$ cat src/rtl/dice_reader.sv
// ============================================================================
//  Module   : dice_reader
//  Brief    : Waits for a dice roll to settle, latches the result, drives the
//             pip LEDs, keeps score/roll counters and offers a valid/ack handshake.
//             Optional macro DICE_READER_DOUBLE_BONUS_EN adds a repeated-roll
//             double-score bonus and a `bonus` output.
//  Revision : 1.0 - initial release
// ============================================================================
`default_nettype none

module dice_reader #(
    parameter int SETTLE_CYC = 4,
    parameter int SCORE_W    = 8,
    parameter int ROLL_W     = 6
) (
    input  logic               clk,
    input  logic               rst,
    input  logic               button,
    input  logic [2:0]         throw,
    input  logic               ack,
    output logic [2:0]         result,
    output logic [6:0]         pips,
    output logic               valid,
    output logic               error,
    output logic [SCORE_W-1:0] score,
    output logic [ROLL_W-1:0]  rolls
`ifdef DICE_READER_DOUBLE_BONUS_EN
    ,
    output logic               bonus
`endif
);

    localparam int                 c_CNT_W     = (SETTLE_CYC > 1) ? $clog2(SETTLE_CYC) : 1;
    localparam logic [c_CNT_W-1:0] c_CNT_LAST  = c_CNT_W'(SETTLE_CYC - 1);
    localparam logic [SCORE_W-1:0] c_SCORE_MAX = {SCORE_W{1'b1}};

    typedef enum logic [1:0] {
        S_IDLE    = 2'd0,
        S_ROLLING = 2'd1,
        S_SETTLE  = 2'd2,
        S_REPORT  = 2'd3
    } state_t;

    state_t               r_state;
    state_t               w_state_nxt;
    logic [2:0]           r_ref;
    logic [c_CNT_W-1:0]   r_cnt;
    logic                 w_load_ref;
    logic                 w_cnt_inc;
    logic                 w_report;
    logic                 w_ack;
    logic                 w_ok;
    logic                 w_dbl;
    logic [3:0]           w_add;
    logic [SCORE_W+3:0]   w_sum;
    logic [SCORE_W-1:0]   w_score_nxt;

    function automatic logic [6:0] pip_of(input logic [2:0] v);
        case (v)
            3'd1:    pip_of = 7'h08;
            3'd2:    pip_of = 7'h41;
            3'd3:    pip_of = 7'h49;
            3'd4:    pip_of = 7'h63;
            3'd5:    pip_of = 7'h6B;
            3'd6:    pip_of = 7'h77;
            default: pip_of = 7'h00;
        endcase
    endfunction

    always_ff @(posedge clk or posedge rst) begin
        if (rst) r_state <= S_IDLE;
        else     r_state <= w_state_nxt;
    end

    always_comb begin
        w_state_nxt = r_state;
        w_load_ref  = 1'b0;
        w_cnt_inc   = 1'b0;
        w_report    = 1'b0;
        w_ack       = 1'b0;
        case (r_state)
            S_IDLE: begin
                if (button) w_state_nxt = S_ROLLING;
            end
            S_ROLLING: begin
                if (!button) begin
                    w_state_nxt = S_SETTLE;
                    w_load_ref  = 1'b1;
                end
            end
            S_SETTLE: begin
                if (button) begin
                    w_state_nxt = S_ROLLING;
                end else if (throw != r_ref) begin
                    w_load_ref = 1'b1;
                end else if (r_cnt == c_CNT_LAST) begin
                    w_state_nxt = S_REPORT;
                    w_report    = 1'b1;
                end else begin
                    w_cnt_inc = 1'b1;
                end
            end
            S_REPORT: begin
                // A new press is ignored until the current result is taken.
                if (ack) begin
                    w_state_nxt = S_IDLE;
                    w_ack       = 1'b1;
                end
            end
            default: w_state_nxt = S_IDLE;
        endcase
    end

    assign w_ok = (r_ref != 3'd0) && (r_ref != 3'd7);

`ifdef DICE_READER_DOUBLE_BONUS_EN
    logic [2:0] r_prev;

    assign w_dbl = w_ok && (r_ref == r_prev);

    always_ff @(posedge clk or posedge rst) begin
        if (rst) begin
            r_prev <= 3'd0;
            bonus  <= 1'b0;
        end else if (w_report) begin
            r_prev <= w_ok ? r_ref : 3'd0;
            bonus  <= w_dbl;
        end else if (w_ack) begin
            bonus  <= 1'b0;
        end
    end
`else
    assign w_dbl = 1'b0;
`endif

    assign w_add       = w_dbl ? {r_ref, 1'b0} : {1'b0, r_ref};
    assign w_sum       = {4'd0, score} + (SCORE_W + 4)'(w_add);
    assign w_score_nxt = (w_sum > (SCORE_W + 4)'(c_SCORE_MAX)) ? c_SCORE_MAX : w_sum[SCORE_W-1:0];

    always_ff @(posedge clk or posedge rst) begin
        if (rst) begin
            r_ref  <= 3'd0;
            r_cnt  <= '0;
            result <= 3'd0;
            pips   <= 7'h00;
            valid  <= 1'b0;
            error  <= 1'b0;
            score  <= '0;
            rolls  <= '0;
        end else begin
            if (w_load_ref) begin
                r_ref <= throw;
                r_cnt <= '0;
            end else if (w_cnt_inc) begin
                r_cnt <= r_cnt + c_CNT_W'(1);
            end

            if (w_report) begin
                result <= r_ref;
                valid  <= 1'b1;
                error  <= ~w_ok;
                pips   <= w_ok ? pip_of(r_ref) : 7'h00;
                rolls  <= rolls + ROLL_W'(1);
                if (w_ok) score <= w_score_nxt;
            end else if (w_ack) begin
                valid <= 1'b0;
            end
        end
    end

endmodule

`default_nettype wire

$ cat config.mk
export PLATFORM = sky130hd
export DESIGN_NAME = dice_reader
export DESIGN_NICKNAME = d
export VERILOG_FILES = /design/src/rtl/dice_reader.sv
export SDC_FILE = /design/constraint.sdc
export NUM_CORES = 1
export LEC_CHECK = 0
export CORE_AREA = 2 2 69 71
export CTS_BUF_LIST = sky130_fd_sc_hd__clkbuf_8
export DETAILED_ROUTE_END_ITERATION = 7
export DIE_AREA = 0 0 71 73
export GPL_TIMING_DRIVEN = 0
export PLACE_DENSITY = 0.69
export SLEW_MARGIN = 20
export SYNTH_ARGS = -nofsm -noshare
export SYNTH_HDL_FRONTEND = slang
export SYNTH_SLANG_ARGS = --single-unit
$ cat constraint.sdc
create_clock -name clk -period 2 [get_ports clk]
set_input_delay 0.6 -clock clk [delete_from_list [all_inputs] [get_ports clk]]
set_output_delay 0.6 -clock clk [all_outputs]
set_load 0.03 [all_outputs]
Word level (Yosys, flattened, before mapping). Cells that the tools add are included.

Order comparisons: 1. Bitwise gates (word level): 1. Eq/ne operators: 17. Add/subtract/negate cells: 3. Muxes and demuxes: 28. Reductions and logical operators: 7.

Operators with widths (count): $pmux 7 s6 (1); $mux 2 (8); $mux 1 (15); $add 8x3->9 (1); $eq 3x3->1 const B (3); $gt 9x8->1 const B (1); $ne 3x3->1 const B (3); $mux 8 (1); $pmux 2 s4 (1); $mux 7 (1); $add 6x1->6 const B (1); $eq 2x2->1 const B (3); $eq 3x2->1 const B (2); $ne 2x2->1 const B (3); $reduce_and 5->1 (1); $reduce_bool 2->1 (2); $eq 3x1->1 const B (1); $ne 3x3->1 (1); $reduce_bool 3->1 (1); $add 2x1->2 const B (1); $eq 2x1->1 const B (1); $logic_not 2->1 (1); $pmux 1 s2 (1); $reduce_and 2->1 (1); 2 further kinds (2).

Word-level logic and storage cells: 66. Input bits: 7. Output and inout port bits: 26. Register bits: 33.

Depth between registers and ports, before layout. Gate-level depths: netlist of the first run.

Word-level depth: 7. Gate-level depth with buffers: 7. Depth with buffers taken out: 6.

Worst setup path after synthesis of the first run. Ideal clock, no wire load.

Path kind: register to register. From: register score[0]. To: register score[4]. Cell stages (with the launch flop): 7. Setup slack: -0.001 ns. Setup time: 0.128 ns. Buffers on the path: 0. Required time: 1.872 ns. Arrival time: 1.873 ns. Cell sequence: dfrtp_1 > ha_1 > fa_1 > a21o_1 > nand4_1 > nand2_1 > mux2_1.

Longest elaborated chain between the ends: 3.

RTL lines: from (decl) (RTL line 25) `output logic [SCORE_W-1:0] score,`; from (signal assigned) (RTL line 164) `if (w_ok) score <= w_score_nxt;`; $add 8x3->9 * (RTL line 137) `assign w_sum = {4'd0, score} + (SCORE_W + 4)'(w_add);`; $gt 9x8->1 (RTL line 138) `assign w_score_nxt = (w_sum > (SCORE_W + 4)'(c_SCORE_MAX)) ? c_SCORE_MAX : w_sum[SCORE_W-1:0];`; $mux 8 * (RTL line 138).

Mark *: on every way between the ends. The rest lies on a longest branch, timed or not. A chain may end at the register's enable or synchronous reset.

Final worst setup path of the first run.
From: register r_ref[0]. To: register score[1].

Longest elaborated chain between the ends: 5. Elaborated cells on any way between the ends: 11.

RTL lines: from (decl) (RTL line 46) `logic [2:0] r_ref;`; from (signal assigned) (RTL line 152) `r_ref <= throw;`; parallel branches: the longest is 5 deep, another holds $add 8x3->9.

Several ways; the timed one is not identified.

==> qor.csv, run 1 <==
metric;value;unit
clk_lat worst skew;0.28;ns
worst slew pin tran;0.6326;ns
post-DP HPWL;2.246;mm
# diodes;0;
Netlist cell types;44;
drt drc;0;
Mean Syn Cell Area;11.39;um2
IO buf count;32;
initial drt markers;31;
Longest Clk Path Bufs;2;
#FFs+latches synth;30;
via/cell ratio;4.948;
Design Area, Final;2310;um2
Die Area;5183;um2
initial core utilization;38.18;%
R2R Path Start;r_ref[0];
CP Class;reg2reg;
Fmax;0.5091;GHz
Num CTS Buffers;5;
CP Max Fanout;7;
Slew Limit Fails;0;
synth warn;0;
first-pass GRT wire length;5.526;mm
total grt overflow;0;
Area Growth Syn to Fin;33.38;%
NetSw;0.0006303;W
sw frac;33.76;%
RSZ-0062 raised after global routing;true;
worst min path class;reg2reg;
Crit. End Element;register;
outcome;finished clean;
initial antenna violation count;0;
PD cells;808.2;nW/um2
Overall Global Routing Usage;13.86;%
die height;73;um
ys async rst share;100.0;%
share of Yosys cell area claimed by the top area cell type;43.35;%
fin crit share;98.22;%
Max Clock Skew;0.004360;ns
Worst-path clk slew;0.06;ns
startpoint type of the worst setup path;register;
register area share after synthesis;43.35;%
Top FF cell, synth;dfrtp_1;
Gate Count Post-Synth;152;
number of synthesized flops with an enable pin;0;
H-Tree Depth;2;
largest net degree at the start of global routing;31;
Pint;0.001236;W
syn nets;170;
ANT nets after route;0;
cell taking the most area after synthesis;dfrtp_1;
CP Launch Point;r_ref[0];
clk sink count;30;
drt wl/cell;13.00;um
DP Worst Slack;-0.3837;ns
final setup margin;0.03557;ns
Mapped Area;1732;um2
overall power;0.001867;W
Via Count;1232;
I/O pin cnt;33;
CTS Hold Bufs;0;
P_leak;1.176;nW
ranking of synthesized cells by area;dfrtp_1, ha_1, mux2_1;
Flop pwr share;39.7;%
Clk pwr share;24.2;%
Site Rows;25;
Max-Cap Viols;0;
share of cells above drive strength 1;24.62;%
Gate power share;36.1;%
Setup TNS Final;0;ns
Peak VDD IR;0.0004261;V
Critical Path AT;2.13;ns
Initial DRT Pass Iterations;6;
TritonCTS clock tree;built;
drt total wl;3.237;mm
final hold violation count;0;
Final nets;213;
Final setup viols;0;
vias in the first global route;1231;
Min Clock Period, post-route;1.964;ns
placed standard-cell area;2121;um2
Worst EP required;2.16;ns
max_slew headroom;57.77;%
chip width;71;um
root buffer selected by CTS;clkbuf_8;
core area;4536;um2
routability cong.;0.8212;
Layout fillers;406;
hold_sp;rolls[5];
-- kinds of logic after synthesis --
family | count (synthesis) | share of synthesized area, %
AOI/OAI and AO/OA | 23 | 8.960
and+or+nand+nor | 49 | 17.12
buffers and inverters | 15 | 5.924
DFF | 30 | 43.35
muxes | 15 | 9.754
adders and majority gates | 11 | 8.382
xor gates and xnor gates | 9 | 6.504
-- through the flow --
stage               util (%)  hold slack [ns]  cells
floorplan                  -           0.4811    152
global placement       46.76           0.4558    238
detailed placement     46.76           0.4610    238
CTS                    48.94           0.4695    245
global route           50.92           0.5203    249
finish                 50.92           0.4688    249
-- synth_stat cells, types with 2 or more instances --
cell type,instances
dfrtp_1,30
nand2_1,12
mux2_1,11
ha_1,10
inv_1,6
nand2b_1,6
nand3_1,6
a21oi_1,4
buf_4,4
buf_6,4
mux2_2,4
nor3_1,4
o21ai_0,4
nand4_1,3
nor4_1,3
o31ai_1,3
xnor2_1,3
xor2_1,3
a21o_1,2
and3_1,2
nor2_1,2
nor2b_1,2
or3_1,2
xnor2_2,2
-- flip-flops by register name, summed over array words and instances (netlist names) --
signal and flops:
r_cnt 2, rolls 6, pips 4, score 8
valid 1, error 1, r_state 2, result 3
r_ref 3
-- worst paths after layout --
path	to	slack [ns]	cells past startpoint
setup / recovery	score[1]	0.04	6
hold / removal	rolls[5]	0.47	1
setup reg to reg	score[1]	0.04	6
hold reg to reg	rolls[5]	0.47	1
max in group asynchronous	score[0]	0.83	2
min in group asynchronous	error	0.73	2
-- layer usage --
metal | wire length, um | track usage, % | vias to the layer above
met5 | 0 | 0 | -
met4 | 86 | 8.176 | 0
met3 | 98 | 2.624 | 7
met2 | 1502 | 22.22 | 22
met1 | 1549 | 17.50 | 581
li1 | - | - | 622
-- repair_timing --
| item | CTS | global route |
|---|---|---|
| setup buffers | 0 | 4 |
| pin swaps | 3 | 6 |
| gates resized for setup | 16 | 14 |
| setup endpoints to repair | 21 | 13 |
| endpoints found under the hold margin | 0 | 0 |
-- cells in the final DEF, fill, tap and decap left out, types with 4 or more instances in the layout --
cell type / synthesis / final
buf_4: 4 / 8
mux2_1: 11 / 7
clkdlybuf4s50_1: 0 / 18
nand2_1: 12 / 12
o21ai_0: 4 / 4
inv_1: 6 / 5
nand3_1: 6 / 6
ha_1: 10 / 8
a21oi_1: 4 / 4
clkbuf_8: 0 / 5
dlygate4sd2_1: 0 / 10
buf_6: 4 / 4
mux2_4: 0 / 5
dlymetal6s2s_1: 0 / 4
nand2b_1: 6 / 5
dfrtp_1: 30 / 29
nor4_2: 1 / 4
-- layout make-up --
| type | instances | area [um2] | share of cell area [%] |
|---|---|---|---|
| clock inverters | 2 | 10.01 | 0.4334 |
| repair buffers | 36 | 347.8 | 15.06 |
| multi-input cells | 107 | 960.9 | 41.60 |
| well taps | 54 | 67.56 | 2.925 |
| inverters | 6 | 22.52 | 0.9751 |
| plain buffers | 9 | 80.08 | 3.467 |
| flip-flops and latches | 30 | 752.0 | 32.56 |
| clock buffers | 5 | 68.82 | 2.979 |
-- critical path, cell delays in order (launching register included) --
cell	delay (ns)
dfrtp_1	0.42
ha_4	0.19
fa_2	0.39
a21o_1	0.22
nand4_1	0.28
nand2b_1	0.10
mux2_4	0.26
-- power groups by stage --
stage	registers [W]	clock network, W	logic, W
2_1_floorplan	0.000728	0	0.000546
3_3_place_gp	0.000740	0	0.000638
3_5_place_dp	0.000740	0	0.000646
4_1_cts	0.000732	0.000465	0.000661
5_1_grt	0.000752	0.000485	0.000755
6_report	0.000742	0.000452	0.000673
Power figures use the tool's default switching activity.
==> run 2, diff against run 1 <==
- CTS_BUF_LIST: sky130_fd_sc_hd__clkbuf_8 -> sky130_fd_sc_hd__clkbuf_16
==> run 2 against run 1 <==
Compared with the run above: hold slack worse by 0.0021 ns; sequential share of layout area down 0.21 points; wire length down 1.9%; final cell count down 0.80%; sequential power about the same; via count up 0.57%; fmax up 0.74%; core utilization up 0.33 points; flip-flop and latch count unchanged; global-route usage up 0.15 points.
==> qor.csv, run 2 (same netlist as run 1, synthesis figures left out) <==
metric;value;unit;change
Crit. End Element;output pin;;
sw frac;31.03;%;-2.7 points
Buf+Inv Stages, Crit Path;1;;+1
Via Count;1239;;+0.57%
ANT nets after route;0;;unchanged
chip width;71;um;unchanged
PD cells;905.4;nW/um2;+12%
Final nets;211;;-0.94%
placed standard-cell area;2121;um2;unchanged
Final setup viols;0;;unchanged
Top reg by flops;score;;
Num CTS Buffers;5;;unchanged
drt wl/cell;12.85;um;-1.1%
final hold violation count;0;;unchanged
CTS Hold Bufs;0;;unchanged
first-pass GRT wire length;5.554;mm;+0.51%
core area;4536;um2;unchanged
Worst Reg-to-Reg Cells;6;;unchanged
via/cell ratio;5.016;;+1.4%
Max Clock Skew;0.005738;ns;+0.001379 ns
initial drt markers;40;;+29%
die height;73;um;unchanged
IO buf count;32;;unchanged
Die Area;5183;um2;unchanged
fin crit share;97.50;%;-0.72 points
drt drc;0;;unchanged
Fmax;0.5128;GHz;+0.74%
root buffer selected by CTS;clkbuf_16;;
routability cong.;0.8212;;unchanged
Layout fillers;402;;-0.99%
max FFs per register;8;;unchanged
Flop pwr share;35.3;%;-4.4 points
startpoint type of the worst setup path;register;;
Site Rows;25;;unchanged
largest net degree at the start of global routing;31;;unchanged
Setup TNS Final;0;ns;unchanged
total grt overflow;0;;unchanged
Overall Global Routing Usage;14.00;%;+0.15 points
share of cells above drive strength 1;21.76;%;-2.9 points
hold path depth;1;;unchanged
H-Tree Depth;2;;unchanged
clk sink count;30;;unchanged
CP Max Fanout;4;;-3
commonest non-fill, non-tap cells in the layout;dfrtp_1, clkdlybuf4s50_1, nand2_1, mux2_1, dlygate4sd2_1;;
worst slew pin tran;0.6293;ns;-0.003314 ns
outcome;finished clean;;
Gate power share;32.1;%;-4.0 points
TritonCTS clock tree;built;;
CP max stage delay;0.69;ns;+0.27 ns
initial antenna violation count;0;;unchanged
crit path cell chain;clkdlybuf4s50_1;;
Longest Clk Path Bufs;2;;unchanged
critical path depth;1;;-5
Worst EP required;1.40;ns;-0.76 ns
clk_lat worst skew;0.27;ns;about the same
Min Clock Period, post-route;1.950;ns;-0.01442 ns
CP Class;reg2out;;
post-DP HPWL;2.246;mm;unchanged
Design Area, Final;2325;um2;+0.65%
Pint;0.001452;W;+17%
P_leak;1.154;nW;-1.9%
critical path's slowest cell;clkdlybuf4s50_1;;
Initial DRT Pass Iterations;4;;-2
registers with the most flip-flops;score x8, rolls x6, pips x4;;
Critical Path AT;1.35;ns;-0.78 ns
I/O pin cnt;33;;unchanged
Clk pwr share;32.7;%;+8.5 points
initial core utilization;38.18;%;unchanged
max_slew headroom;57.99;%;+0.22 points
worst min path class;reg2reg;;
RSZ-0062 raised after global routing;false;;
Worst path top cell family by delay;buffers and inverters;;
vias in the first global route;1235;;+0.32%
Max-Cap Viols;0;;unchanged
drt total wl;3.175;mm;-1.9%
Final Util;51.26;%;+0.33 points
Area Growth Syn to Fin;34.25;%;
Worst-path clk slew;0.05;ns;about the same
Peak VDD IR;0.0004421;V;+3.8%
most common cell after layout, fill and taps aside;dfrtp_1;;
# diodes;0;;unchanged
Slew Limit Fails;0;;unchanged
NetSw;0.0006531;W;+3.6%
==> run 2: timing repair <==
item,in CTS,in global routing
pin swaps,3,2
endpoints found under the setup margin,20,11
gates resized for setup,15,8
buffers inserted,0,2
==> run 2: power by group through the flow <==
stage / sequential [W] / combinational (W) / clock [W]
after floorplan: 0.000728 / 0.000546 / 0
after global placement: 0.000740 / 0.000638 / 0
after detailed placement: 0.000740 / 0.000646 / 0
after CTS: 0.000733 / 0.000663 / 0.000706
after global routing: 0.000753 / 0.000756 / 0.000729
final: 0.000742 / 0.000675 / 0.000688
==> run 2: metrics by stage <==
stage	hold WS [ns]	power, W	setup WS, ns	cells
6_report	0.4667	0.002105	0.04999	247
5_1_grt	0.5180	0.002238	0.00002709	247
4_1_cts	0.4674	0.002102	0.02266	245
3_5_place_dp	0.4610	0.001387	-0.3837	238
3_3_place_gp	0.4558	0.001379	-0.3788	238
2_1_floorplan	0.4811	0.001273	0.04468	152
==> run 2: path summary, 6_finish.rpt <==
kind / startpoint / endpoint / slack [ns]
min in group asynchronous: rst / error / 0.74
worst min register to register: rolls[5] / rolls[5] / 0.47
worst max register to register: r_ref[0] / score[5] / 0.10
worst min-delay path: rolls[5] / rolls[5] / 0.47
worst max-delay path: rolls[2] / rolls[2] / 0.05
max in group asynchronous: rst / score[0] / 0.82
==> run 2: area by class of cell <==
cell class | count | area (um2) | area share [%]
multi-input cells | 107 | 939.7 | 40.42
clock inverters | 2 | 10.01 | 0.4306
clock buffers | 5 | 125.1 | 5.382
plain buffers | 9 | 80.08 | 3.445
repair buffers | 34 | 327.8 | 14.10
flip-flops and latches | 30 | 752.0 | 32.35
inverters | 6 | 22.52 | 0.9688
well taps | 54 | 67.56 | 2.906
==> run 2: metal layers <==
layer  global-route usage (%)  wire [um]
met1                    17.67       1493
met2                    22.22       1479
met3                    2.624        104
met4                    8.805         97
met5                        0          0
